$ cat config.mk
export PLATFORM = sky130hd
export DESIGN_NAME = evolution_sequencer
export DESIGN_NICKNAME = d
export VERILOG_FILES = /design/src/rtl/evo_pkg.sv /design/src/rtl/evo_flash_timer.sv /design/src/rtl/evolution_sequencer.sv
export SDC_FILE = /design/constraint.sdc
export NUM_CORES = 1
export LEC_CHECK = 0
export BUFFER_PORTS_ARGS = -buffer_cell sky130_fd_sc_hd__buf_2
export CAP_MARGIN = 5
export CORE_MARGIN = 2
export CORE_UTILIZATION = 61
export DETAILED_ROUTE_END_ITERATION = 7
export PLACE_DENSITY = 0.9
export REMOVE_ABC_BUFFERS = 1
export SLEW_MARGIN = 40
export SYNTH_ARGS = -nofsm -noshare
export SYNTH_HDL_FRONTEND = slang
export SYNTH_SLANG_ARGS = --single-unit
$ cat constraint.sdc
create_clock -name Clk -period 3.4 [get_ports Clk]
set_input_delay 0.34 -clock Clk [delete_from_list [all_inputs] [get_ports Clk]]
set_output_delay 0.34 -clock Clk [all_outputs]
set_load 0.005 [all_outputs]
$ cat src/rtl/evo_pkg.sv
// Shared types, species constants, FSM encoding and the evolution table.
// Latency: n/a (package only).
// Backpressure: n/a (package only).
package evo_pkg;

   typedef logic [4:0] species_t;
   typedef logic [3:0] level_t;

   // First-stage species
   localparam species_t SP_FLAME_1 = 5'd3;
   localparam species_t SP_WAVE_1  = 5'd4;
   localparam species_t SP_LEAF_1  = 5'd5;
   // Second-stage species
   localparam species_t SP_FLAME_2 = 5'd6;
   localparam species_t SP_WAVE_2  = 5'd7;
   localparam species_t SP_LEAF_2  = 5'd8;
   // Third-stage species
   localparam species_t SP_FLAME_3 = 5'd9;
   localparam species_t SP_WAVE_3  = 5'd10;
   localparam species_t SP_LEAF_3  = 5'd11;

   // Evolution happens strictly above these levels
   localparam level_t EVO_LVL_1 = 4'd5;
   localparam level_t EVO_LVL_2 = 4'd11;

   typedef enum logic [2:0] {
      ST_IDLE   = 3'd0,
      ST_CHECK  = 3'd1,
      ST_FLASH  = 3'd2,
      ST_COMMIT = 3'd3,
      ST_FINISH = 3'd4
   } state_e;

   // One stage per call; an ID with no matching rule maps to itself.
   function automatic species_t evo_target(input species_t id, input level_t lvl);
      species_t t;
      t = id;
      case (id)
         SP_FLAME_1: if (lvl > EVO_LVL_1) t = SP_FLAME_2;
         SP_WAVE_1:  if (lvl > EVO_LVL_1) t = SP_WAVE_2;
         SP_LEAF_1:  if (lvl > EVO_LVL_1) t = SP_LEAF_2;
         SP_FLAME_2: if (lvl > EVO_LVL_2) t = SP_FLAME_3;
         SP_WAVE_2:  if (lvl > EVO_LVL_2) t = SP_WAVE_3;
         SP_LEAF_2:  if (lvl > EVO_LVL_2) t = SP_LEAF_3;
         default:    t = id;
      endcase
      return t;
   endfunction

endpackage

$ cat src/rtl/evo_flash_timer.sv
// Frame/phase counters for the evolution flash; toggle_o/finished_o flag the tick that causes them.
// Latency: show_new_o updates the clock after the toggling tick; toggle_o/finished_o are same-cycle.
// Backpressure: none; ticks are only presented while the sequencer is flashing.
module evo_flash_timer
   import evo_pkg::*;
#(
   parameter int FLASH_FRAMES = 120,
   parameter int FLASH_PERIOD = 8
) (
   input  logic Clk,
   input  logic Reset_n,
   input  logic start_i,
   input  logic tick_i,
   output logic show_new_o,
   output logic toggle_o,
   output logic finished_o
);

   localparam int FW = $clog2(FLASH_FRAMES + 1);
   localparam int PW = $clog2(FLASH_PERIOD + 1);
   localparam logic [FW-1:0] FRAMES_MAX  = FW'(FLASH_FRAMES);
   localparam logic [FW-1:0] FRAMES_LAST = FW'(FLASH_FRAMES - 1);
   localparam logic [PW-1:0] PERIOD_LAST = PW'(FLASH_PERIOD - 1);

   logic [FW-1:0] frame_cnt_q, frame_cnt_d;
   logic [PW-1:0] phase_cnt_q, phase_cnt_d;
   logic          show_new_q, show_new_d;

   // The tick that completes a phase / the whole animation, seen combinationally by the sequencer
   assign toggle_o   = tick_i && (phase_cnt_q == PERIOD_LAST);
   assign finished_o = tick_i && (frame_cnt_q == FRAMES_LAST);
   assign show_new_o = show_new_q;

   // Next-state: start clears everything, each tick advances both counters (saturating frames)
   always_comb begin
      frame_cnt_d = frame_cnt_q;
      phase_cnt_d = phase_cnt_q;
      show_new_d  = show_new_q;
      if (start_i) begin
         frame_cnt_d = '0;
         phase_cnt_d = '0;
         show_new_d  = 1'b0;
      end else if (tick_i) begin
         if (frame_cnt_q != FRAMES_MAX) frame_cnt_d = frame_cnt_q + 1'b1;
         if (phase_cnt_q == PERIOD_LAST) begin
            phase_cnt_d = '0;
            show_new_d  = ~show_new_q;
         end else begin
            phase_cnt_d = phase_cnt_q + 1'b1;
         end
      end
   end

   // Counter registers
   always_ff @(posedge Clk or negedge Reset_n) begin
      if (!Reset_n) begin
         frame_cnt_q <= '0;
         phase_cnt_q <= '0;
         show_new_q  <= 1'b0;
      end else begin
         frame_cnt_q <= frame_cnt_d;
         phase_cnt_q <= phase_cnt_d;
         show_new_q  <= show_new_d;
      end
   end

endmodule

$ cat src/rtl/evolution_sequencer.sv
// Decides evolution on level-up, plays the cancellable sprite flash, commits the new ID.
// Latency: CHECK one clock after level_up; done one clock after the commit handshake.
// Backpressure: commit_valid/commit_ID held until commit_ready; level_up while busy is dropped.
module evolution_sequencer
   import evo_pkg::*;
#(
   parameter int FLASH_FRAMES = 120,
   parameter int FLASH_PERIOD = 8
) (
   input  logic     Clk,
   input  logic     Reset_n,
   input  logic     level_up,
   input  level_t   curr_level,
   input  species_t curr_ID,
   input  logic     frame_tick,
   input  logic     cancel,
   input  logic     commit_ready,
   output logic     busy,
   output species_t anim_ID,
   output logic     commit_valid,
   output species_t commit_ID,
   output logic     done,
   output logic     evolved
);

   state_e   state_q, state_d;
   species_t old_id_q, old_id_d;
   level_t   lvl_q, lvl_d;
   logic     busy_q, busy_d;
   species_t anim_q, anim_d;
   logic     cv_q, cv_d;
   species_t cid_q, cid_d;
   logic     done_q, done_d;
   logic     evolved_q, evolved_d;

   species_t target_w;
   logic     start_w, tick_w;
   logic     show_new_w, toggle_w, finished_w;

   // Latched values are stable from CHECK onward, so the target needs no register
   assign target_w = evo_target(old_id_q, lvl_q);
   // Cancel takes the sequence out of FLASH, so a coincident tick must not count
   assign tick_w   = frame_tick && (state_q == ST_FLASH) && !cancel;

   evo_flash_timer #(
      .FLASH_FRAMES (FLASH_FRAMES),
      .FLASH_PERIOD (FLASH_PERIOD)
   ) u_timer (
      .Clk        (Clk),
      .Reset_n    (Reset_n),
      .start_i    (start_w),
      .tick_i     (tick_w),
      .show_new_o (show_new_w),
      .toggle_o   (toggle_w),
      .finished_o (finished_w)
   );

   // Sequencer next-state and registered-output next values
   always_comb begin
      state_d   = state_q;
      old_id_d  = old_id_q;
      lvl_d     = lvl_q;
      busy_d    = busy_q;
      anim_d    = anim_q;
      cv_d      = cv_q;
      cid_d     = cid_q;
      done_d    = 1'b0;
      evolved_d = evolved_q;
      start_w   = 1'b0;
      case (state_q)
         ST_IDLE: begin
            anim_d = curr_ID;
            busy_d = 1'b0;
            if (level_up) begin
               old_id_d = curr_ID;
               lvl_d    = curr_level;
               busy_d   = 1'b1;
               state_d  = ST_CHECK;
            end
         end
         ST_CHECK: begin
            evolved_d = 1'b0;
            if (target_w == old_id_q) begin
               busy_d  = 1'b0;
               done_d  = 1'b1;
               state_d = ST_FINISH;
            end else begin
               start_w = 1'b1;
               anim_d  = old_id_q;
               state_d = ST_FLASH;
            end
         end
         ST_FLASH: begin
            if (cancel) begin
               anim_d  = old_id_q;
               busy_d  = 1'b0;
               done_d  = 1'b1;
               state_d = ST_FINISH;
            end else if (finished_w) begin
               anim_d  = target_w;
               cv_d    = 1'b1;
               cid_d   = target_w;
               state_d = ST_COMMIT;
            end else if (toggle_w) begin
               anim_d = show_new_w ? old_id_q : target_w;
            end
         end
         ST_COMMIT: begin
            if (commit_ready) begin
               cv_d      = 1'b0;
               evolved_d = 1'b1;
               busy_d    = 1'b0;
               done_d    = 1'b1;
               state_d   = ST_FINISH;
            end
         end
         ST_FINISH: state_d = ST_IDLE;
         default:   state_d = ST_IDLE;
      endcase
   end

   // State and output registers; reset drops everything including a pending commit
   always_ff @(posedge Clk or negedge Reset_n) begin
      if (!Reset_n) begin
         state_q   <= ST_IDLE;
         old_id_q  <= '0;
         lvl_q     <= '0;
         busy_q    <= 1'b0;
         anim_q    <= '0;
         cv_q      <= 1'b0;
         cid_q     <= '0;
         done_q    <= 1'b0;
         evolved_q <= 1'b0;
      end else begin
         state_q   <= state_d;
         old_id_q  <= old_id_d;
         lvl_q     <= lvl_d;
         busy_q    <= busy_d;
         anim_q    <= anim_d;
         cv_q      <= cv_d;
         cid_q     <= cid_d;
         done_q    <= done_d;
         evolved_q <= evolved_d;
      end
   end

   assign busy         = busy_q;
   assign anim_ID      = anim_q;
   assign commit_valid = cv_q;
   assign commit_ID    = cid_q;
   assign done         = done_q;
   assign evolved      = evolved_q;

endmodule

### Word-level counts from Yosys, hierarchy flattened

Cells that the tools add are included.

| storage, ports and cells | value |
|---|---|
| register bits after elaboration | 38 |
| output and inout bits | 14 |
| logic and storage cells | 106 |
| bits of input ports | 15 |

| operators by class | value |
|---|---|
| bitwise operators | 2 |
| reduce and logical (&&, ||, !) cells | 22 |
| order comparisons | 2 |
| add/subtract/negate cells | 2 |
| equality and inequality tests | 22 |
| muxes and demuxes | 44 |

Operators with widths:

| kind | count |
|---|---|
| $mux 5 | 11 |
| $pmux 5 s6 | 1 |
| $mux 7 | 3 |
| $eq 5x3->1 const B | 4 |
| $mux 1 | 15 |
| $mux 3 | 5 |
| $pmux 5 s3 | 1 |
| $ne 2x2->1 const B | 7 |
| $mux 4 | 3 |
| $pmux 3 s4 | 1 |
| $reduce_bool 2->1 | 5 |
| $reduce_and 3->1 | 3 |
| $reduce_and 2->1 | 4 |
| $reduce_and 4->1 | 2 |
| $add 7x1->7 const B | 1 |
| $eq 7x7->1 const B | 1 |
| $ne 7x7->1 const B | 1 |
| $eq 3x2->1 const B | 2 |
| $eq 5x2->1 const B | 1 |
| $eq 5x4->1 const B | 1 |
| $eq 5x5->1 | 1 |
| $add 4x1->4 const B | 1 |
| $eq 4x3->1 const B | 1 |
| $gt 4x3->1 const B | 1 |
| 13 further kinds | 18 |

### Longest topological paths before layout

Gate-level depths: netlist of run 1.

| depth | value |
|---|---|
| depth in word-level cells | 8 |
| depth in mapped cells | 7 |
| mapped depth without buffers | 7 |

### Hierarchy

From an unflattened synthesis of run 1, not the netlist that was laid out.

| second synthesis, totals | value |
|---|---|
| cells, all modules | 206 |
| area total of the unflattened synthesis | 2100.8 µm² |

Modules (own cells, without submodules):

| module | times used | cells an instance | area an instance (µm²) |
|---|---|---|---|
| evolution_sequencer | 1 | 141 | 1463.9 |
| evo_flash_timer | 1 | 65 | 636.9 |

### Least setup slack after synthesis of run 1

Ideal clock, no wire load.

| path | value |
|---|---|
| path kind | register -> register |
| start point | register old_id_q[1] |
| end point | register anim_q[1], in the netlist anim_ID[1] |
| library setup time | 0.125 ns |
| required time | 3.275 ns |
| period minus slack after synthesis | 1.937 ns |
| setup slack | 1.463 ns |
| arrival time | 1.812 ns |
| buffers on the path | 0 |
| cell stages (with the launch flop) | 7 |
| cell sequence | dfrtp_1 -> or3b_1 -> a21oi_2 -> o21ai_2 -> and2_4 -> a211oi_4 -> mux2_2 |

| between the ends | value |
|---|---|
| word-level cells in the longest chain between the ends | 7 |

RTL lines:

| what | line | RTL |
|---|---|---|
| start, declared | evolution_sequencer.sv:27 | `species_t old_id_q, old_id_d;` |
| start signal, assigned | evolution_sequencer.sv:136 | `old_id_q <= old_id_d;` |
| $eq 5x4->1, or another cell as far along | evo_pkg.sv:38 | `case (id)` |
| $pmux 5 s6 | evo_pkg.sv:38 |  |
| $mux 5 | evolution_sequencer.sv:105 | `anim_d = show_new_w ? old_id_q : target_w;` |
| $mux 5 | evolution_sequencer.sv:104 | `end else if (toggle_w) begin` |
| $mux 5 | evolution_sequencer.sv:99 | `end else if (finished_w) begin` |
| $mux 5 | evolution_sequencer.sv:94 | `if (cancel) begin` |
| $pmux 5 s3 | evolution_sequencer.sv:70 | `case (state_q)` |
| end signal, assigned | evolution_sequencer.sv:139 | `anim_q <= anim_d;` |
| end, declared | evolution_sequencer.sv:30 | `species_t anim_q, anim_d;` |

Several ways; a longest one is shown, not always the timed one. The select of a mux whose other input is x is not followed.
A chain may end at the register's enable or synchronous reset.

### Worst setup path after layout of run 1

| path | value |
|---|---|
| start point | register state_q[2] |
| end point | register anim_q[2], in the netlist anim_ID[2] |

| between the ends | value |
|---|---|
| word-level cells in the longest chain between the ends | 7 |

RTL lines:

| what | line | RTL |
|---|---|---|
| start, declared | evolution_sequencer.sv:26 | `state_e state_q, state_d;` |
| start signal, assigned | evolution_sequencer.sv:135 | `state_q <= state_d;` |
| $eq 3x2->1 | evolution_sequencer.sv:43, evolution_sequencer.sv:70 |  |
| $logic_and 1x1->1 (2 in a row) | evolution_sequencer.sv:43 | `assign tick_w = frame_tick && (state_q == ST_FLASH) && !cancel;` |
| $logic_and 1x1->1 | evo_flash_timer.sv:31 | `assign finished_o = tick_i && (frame_cnt_q == FRAMES_LAST);` |
| $mux 5 | evolution_sequencer.sv:99 |  |
| $mux 5 | evolution_sequencer.sv:94 |  |
| $pmux 5 s3 | evolution_sequencer.sv:70 |  |

Several ways; a longest one is shown, not always the timed one.

==> results of run 1 <==
## cells in the final DEF (no fill, tap or decap), types with 2 or more instances in the layout
master | netlist | routed
xor2_1 | 5 | 5
nand3_1 | 2 | 2
nand2b_1 | 5 | 5
or3_1 | 4 | 4
nor2b_1 | 2 | 2
xnor2_1 | 2 | 2
nand4_1 | 5 | 5
nor3_1 | 2 | 2
o221ai_1 | 3 | 3
a21oi_1 | 10 | 10
or3b_1 | 2 | 2
a21o_1 | 3 | 3
inv_1 | 7 | 7
mux2_2 | 12 | 12
clkbuf_4 | 0 | 5
nand4b_1 | 3 | 3
nor2_1 | 22 | 22
dfrtp_1 | 37 | 37
nor3b_1 | 3 | 3
nor4_1 | 2 | 2
buf_4 | 0 | 4
mux2i_1 | 4 | 4
nand2_1 | 13 | 13
o21ai_0 | 12 | 12
nand3b_1 | 3 | 3
a31oi_1 | 3 | 3
o22ai_1 | 2 | 2
o31ai_1 | 2 | 2
ha_1 | 3 | 3
buf_2 | 3 | 26
o21a_1 | 2 | 2
## final cells by class
class | count | area [um^2]
flip-flops and latches | 37 | 925.9
fillers | 251 | 787.0
inverters | 7 | 26.28
repair buffers | 31 | 170.2
clock inverters | 2 | 37.54
well taps | 44 | 55.05
multi-input cells | 153 | 1050
clock buffers | 6 | 51.30
## how the worst min path moves through the flow
stage,start,to,cells after the start
6_report,curr_level[2],lvl_q[2],2
5_1_grt,curr_level[2],lvl_q[2],2
4_1_cts,Reset_n,lvl_q[2],1
3_5_place_dp,Reset_n,u_timer.frame_cnt_q[2],1
3_3_place_gp,commit_valid,commit_valid,1
2_1_floorplan,Reset_n,anim_ID[0],0
## cell families (layout without fill, tap and decap cells)
family          Yosys count  after routing  share of synthesized area [%]
compound gates           50             50                          16.77
xor+xnor                  7              7                          3.010
fa+ha+maj                 3              3                          1.843
buf+inv                  17             46                          3.317
flops                    37             37                          45.45
mux                      16             16                          8.600
simple gates             77             77                          21.01
## sequential cells by signal (all words and copies together), names as in the netlist
signal	count
old_id_q	5
u_timer.frame_cnt_q	7
u_timer.phase_cnt_q	4
busy	1
anim_ID	5
commit_ID	5
state_q	3
lvl_q	3
done	1
evolved	1
u_timer.show_new_o	1
commit_valid	1
## power by group through the flow
stage	logic (mW)	registers (mW)	clock network (mW)
final	0.760	0.787	0.322
after floorplan	0.564	0.743	0
after global placement	0.731	0.779	0
after CTS	0.764	0.781	0.328
after detailed placement	0.761	0.791	0
after global routing	0.849	0.817	0.349
## critical path: stages (launching register included)
cell and delay [ns]:
dfrtp_1 0.56, or3b_1 0.51, nor4_2 0.26, buf_4 0.25, nor2_1 0.08, a21oi_1 0.21, o221ai_1 0.13, mux2_2 0.27
## cell usage after synthesis, drive strengths merged, types with 2 or more instances
| cell type | count | area [um^2] |
|---|---|---|
| buf | 3 | 15.01 |
| o22ai | 2 | 12.51 |
| nand4b | 3 | 26.28 |
| nor2b | 2 | 12.51 |
| nor4 | 3 | 25.02 |
| nand3b | 3 | 22.52 |
| nor3 | 2 | 10.01 |
| a21o | 3 | 22.52 |
| a211oi | 2 | 27.53 |
| nand3 | 2 | 10.01 |
| mux2 | 12 | 135.1 |
| ha | 3 | 37.54 |
| inv | 7 | 26.28 |
| clkbuf | 7 | 26.28 |
| nand2 | 13 | 48.80 |
| xor2 | 5 | 43.79 |
| o21a | 2 | 15.01 |
| nand2b | 5 | 31.28 |
| nor3b | 3 | 22.52 |
| or3 | 4 | 25.02 |
| mux2i | 4 | 40.04 |
| a31oi | 3 | 18.77 |
| xnor2 | 2 | 17.52 |
| o21ai | 13 | 68.82 |
| dfrtp | 37 | 925.9 |
| a21oi | 11 | 58.81 |
| o31ai | 2 | 15.01 |
| o221ai | 3 | 26.28 |
| nor2 | 23 | 88.84 |
| or3b | 3 | 26.28 |
| nand4 | 5 | 31.28 |
## routing by layer
metal	vias to the layer above	routed length [um]	GRT usage [%]
li1	806	-	-
met5	-	0	0
met1	801	1833	30.88
met3	8	217	7.453
met2	48	2094	41.65
met4	0	87	12.16
## what timing repair did
action | 4_1_cts | 5_1_grt
endpoints found under the hold margin | 0 | 37
hold buffers | 0 | 1
buffers inserted | 0 | 0
resized for setup | 0 | 0
==> flow_summary.json, run 1 <==
{
  "status": "finished clean",
  "netlist_area_um2": 2037,
  "grt_pass1_vias": 1621,
  "post-route-drc-count": 0,
  "worst_ep_arrival_time_ns": 2.62,
  "syn_avg_cell_area_um2": 9.840,
  "fin_total_pwr_mw": 1.869,
  "switching_share_pct": 38.96,
  "reg2reg_from": "state_q[2]",
  "synth.yosys.seq_area_share_pct": 45.45,
  "antenna_found_initial": 0,
  "combPwrFrac_pct": 40.7,
  "io_pins": 29,
  "hpwl_um": 3117,
  "p_switching_uw": 728.1,
  "die_area_um2": 3817,
  "instances_no_fill": 280,
  "crit_start": "state_q[2]",
  "hp-class": "input port to flop",
  "maxCapViolations": 0,
  "htree_levels": 2,
  "power_density_nw_per_um2": 807.0,
  "drive_gt1_share_pct": 25.42,
  "p_int_mw": 1.141,
  "synth-main-ff-cell": "dfrtp_1",
  "routed_wl_um": 4232,
  "rows": 20,
  "fin_setup_tns_ns": 0,
  "first_pass_iters": 4,
  "drtIter0Drc": 102,
  "grt-ovfl-total": 0,
  "yosysWarnings": 0,
  "avgRoutedWirePerCell_um": 15.11,
  "path_max_fanout": 14,
  "start_util_pct": 65.65,
  "ys_types": 52,
  "cts_buffer_depth": 2,
  "r2r-end": "anim_ID[2]",
  "pre_cts_ws_ns": 1.068,
  "p_seq_share_pct": 42.1,
  "rsz0062_at_grt": "false",
  "rr_worst_depth": 7,
  "port_buffers": 27,
  "die-height_um": 61.79,
  "fmax_mhz": 421.0,
  "synth_edf_count": 0,
  "pwr-share-clk_pct": 17.2,
  "async_flop_share_pct": 100.0,
  "clk_latency_ns": 0.34,
  "clk_pin_slew_worst_paths_ns": 0.11,
  "area_growth_pct": 13.70,
  "p_leak_nw": 1.047,
  "layout.nets": 253,
  "postPlaceCellArea_um2": 2215,
  "grt_max_degree": 38,
  "finalInstanceArea_um2": 2316,
  "relSlewSlack_pct": 67.19,
  "die_x_um": 61.79,
  "viasPerCell": 5.939,
  "max_slew.worst_pin.slew_ns": 0.4911,
  "r2r_slack_ns": 1.02,
  "vias": 1663,
  "worst_setup_path_start_kind": "flop",
  "crit_path_end": "anim_ID[2]",
  "cts_tree": "done",
  "dp_cells": 271,
  "fin_crit_ns": 2.376,
  "grt.total_usage_pct": 25.45,
  "synthesis.instances": 207,
  "grt_pass1_wl_um": 7017,
  "cts_buffers": 5,
  "timing_worst_setup_path_type": "flop to flop",
  "hold_violations": 0,
  "postRouteAntennaNets": 0,
  "period_share_pct": 69.87,
  "finClkSkew_ns": 0.003509,
  "antenna_cells": 0,
  "core_area_um2": 3103,
  "gp_congestion": 0.8379,
  "required_ns": 3.64,
  "setup_viol": 0,
  "ir_drop_v": 0.0004885,
  "fin_util_pct": 74.64,
  "final_max_slew_viol_count": 0,
  "fin_ws_ns": 1.024,
  "end_kind": "flop",
  "cts_sinks": 37,
  "synth_seq_cells": 37,
  "clockRootBuffer": "clkbuf_4",
  "hold_slack_ns": 0.2169
}
Power figures use the tool's default switching activity.
==> run 2, diff against run 1 <==
--- a/config.mk
+++ b/config.mk
@@ -8,9 +8,9 @@
 export BUFFER_PORTS_ARGS = -buffer_cell sky130_fd_sc_hd__buf_2
 export CAP_MARGIN = 5
 export CORE_MARGIN = 2
-export CORE_UTILIZATION = 61
+export CORE_UTILIZATION = 56
 export DETAILED_ROUTE_END_ITERATION = 7
-export PLACE_DENSITY = 0.9
+export PLACE_DENSITY = 0.84
 export REMOVE_ABC_BUFFERS = 1
 export SLEW_MARGIN = 40
 export SYNTH_ARGS = -nofsm -noshare
==> constraint.sdc (replaced) <==
create_clock -name Clk -period 2.5 [get_ports Clk]
set_input_delay 0.25 -clock Clk [delete_from_list [all_inputs] [get_ports Clk]]
set_output_delay 0.25 -clock Clk [all_outputs]
set_load 0.005 [all_outputs]
==> run 2 against run 1 <==
Net effect:
- total power up 38%
- clock power up 29%
- critical endpoint is now anim_ID[3]
- sequential share of layout area down 0.66 points
- final cell count up 2.9%
- clock skew up 0.0075 ns
- hold slack worse by 0.088 ns
- flip-flop and latch count unchanged
- final area up 1.7%
- via count up 0.48%
- largest power group is now combinational cells
- die area up 8.3%
- critical path depth down 1
- routed wire length down 4.2%
==> flow_summary.json, run 2 (synthesis results as in run 1) <==
{
  "status": "finished clean",
  "avgRoutedWirePerCell_um": 14.08,
  "required_ns": 2.73,
  "antenna_found_initial": 0,
  "rsz0062_at_grt": "false",
  "gp_congestion": 0.8285,
  "first_pass_iters": 5,
  "power_density_nw_per_um2": 1095,
  "reg2reg_from": "old_id_q[3]",
  "port_buffers": 27,
  "end_kind": "flop",
  "drtIter0Drc": 86,
  "postRouteAntennaNets": 0,
  "registers.top_by_ff_count": "u_timer.frame_cnt_q",
  "largest_reg_flops": 7,
  "final_max_slew_viol_count": 0,
  "clk_latency_ns": 0.34,
  "fmax_mhz": 467.2,
  "maxCapViolations": 0,
  "area_growth_pct": 15.60,
  "layout_common_cells": "37 x dfrtp_1, 26 x buf_2, 22 x nor2_1",
  "htree_levels": 2,
  "hold_slack_ns": 0.1287,
  "rr_worst_depth": 6,
  "io_pins": 29,
  "hp-class": "input port to flop",
  "rows": 21,
  "timing_worst_setup_path_type": "flop to flop",
  "worst_setup_path_start_kind": "flop",
  "cts_buffer_depth": 2,
  "r2r-end": "anim_ID[3]",
  "routed_wl_um": 4056,
  "cts_buffers": 5,
  "final_common_cell": "dfrtp_1",
  "period_share_pct": 85.61,
  "grt.total_usage_pct": 22.39,
  "finClkSkew_ns": 0.01099,
  "relSlewSlack_pct": 66.75,
  "clockRootBuffer": "clkbuf_4",
  "fin_setup_tns_ns": 0,
  "vias": 1671,
  "p_leak_nw": 1.075,
  "path_max_fanout": 8,
  "post-route-drc-count": 0,
  "grt-ovfl-total": 0,
  "ir_drop_v": 0.0007264,
  "clk_pin_slew_worst_paths_ns": 0.12,
  "r2r_slack_ns": 0.36,
  "fillers": 276,
  "viasPerCell": 5.802,
  "fin_total_pwr_mw": 2.578,
  "setup_viol": 0,
  "grt_pass1_wl_um": 7141,
  "cts_sinks": 37,
  "grt_pass1_vias": 1566,
  "hp-start": "curr_ID[3]",
  "grt_max_degree": 38,
  "cts_tree": "done",
  "min_path_cells": 3,
  "core_area_um2": 3416,
  "holdPathEnd": "old_id_q[3]",
  "die_area_um2": 4136,
  "antenna_cells": 0,
  "die_x_um": 64.31,
  "drive_gt1_share_pct": 26.86,
  "layout.nets": 259,
  "hpwl_um": 2960,
  "die-height_um": 64.31,
  "fin_crit_ns": 2.140,
  "hold_violations": 0,
  "worst_ep_arrival_time_ns": 2.37,
  "cts_setup_buffers": 0,
  "start_util_pct": 59.63,
  "max_slew.worst_pin.slew_ns": 0.4935
}
==> run 2: timing repair <==
| action | in CTS | in global routing |
|---|---|---|
| hold buffers | 0 | 1 |
| hold endpoints to repair | 0 | 37 |
| gates resized for setup | 0 | 0 |
==> run 2: how the worst max path moves through the flow <==
| stage | start | to | slack [ns] | cells after the start |
|---|---|---|---|---|
| 2_1_floorplan | state_q[2] | anim_ID[2] | 0.03 | 6 |
| 3_3_place_gp | old_id_q[3] | anim_ID[4] | 0.41 | 6 |
| 3_5_place_dp | old_id_q[3] | anim_ID[3] | 0.38 | 6 |
| 4_1_cts | old_id_q[3] | anim_ID[3] | 0.36 | 6 |
| 5_1_grt | u_timer.frame_cnt_q[1] | anim_ID[3] | 0.25 | 7 |
| 6_report | old_id_q[3] | anim_ID[3] | 0.36 | 6 |
==> run 2: stage by stage <==
stage,worst slack [ns],utilization [%],std cells,cell area [um^2]
global route,0.2471,68.94,288,2355
CTS,0.3628,68.57,287,2342
finish,0.3597,68.94,288,2355
floorplan,0.03352,-,197,1996
global placement,0.4056,66.23,279,2262
detailed placement,0.3785,66.23,279,2262
==> run 2: area by class of cell <==
| class | instances | area [um^2] | share of cell area [%] |
|---|---|---|---|
| multi-input combinational | 153 | 1050 | 44.58 |
| sequential | 37 | 925.9 | 39.32 |
| timing repair buffer | 37 | 215.2 | 9.139 |
| tap | 46 | 57.56 | 2.444 |
| clock buffer | 6 | 41.29 | 1.753 |
| clock inverter | 2 | 38.79 | 1.647 |
| inverter | 7 | 26.28 | 1.116 |
==> run 2: power by group <==
group,switching [mW],internal (mW)
clock,0.201,0.213
sequential,0.192,0.789
combinational,0.607,0.577
==> run 2: layer usage <==
| metal | global-route usage, % | vias up | wire length, um | part of all wire, % |
|---|---|---|---|---|
| li1 | - | 823 | - | - |
| met3 | 5.106 | 2 | 291 | 7.2 |
| met5 | 0 | - | 0 | 0 |
| met4 | 8.245 | 0 | 31 | 0.76 |
| met2 | 32.81 | 55 | 1830 | 45 |
| met1 | 32.49 | 791 | 1902 | 47 |
==> run 2: critical path, stage by stage, from the launching register on <==
cell and delay, ns:
dfrtp_1 0.47, or3b_1 0.41, a21oi_2 0.17, o21ai_2 0.09, and2_4 0.17, a211oi_4 0.35, mux2_2 0.39
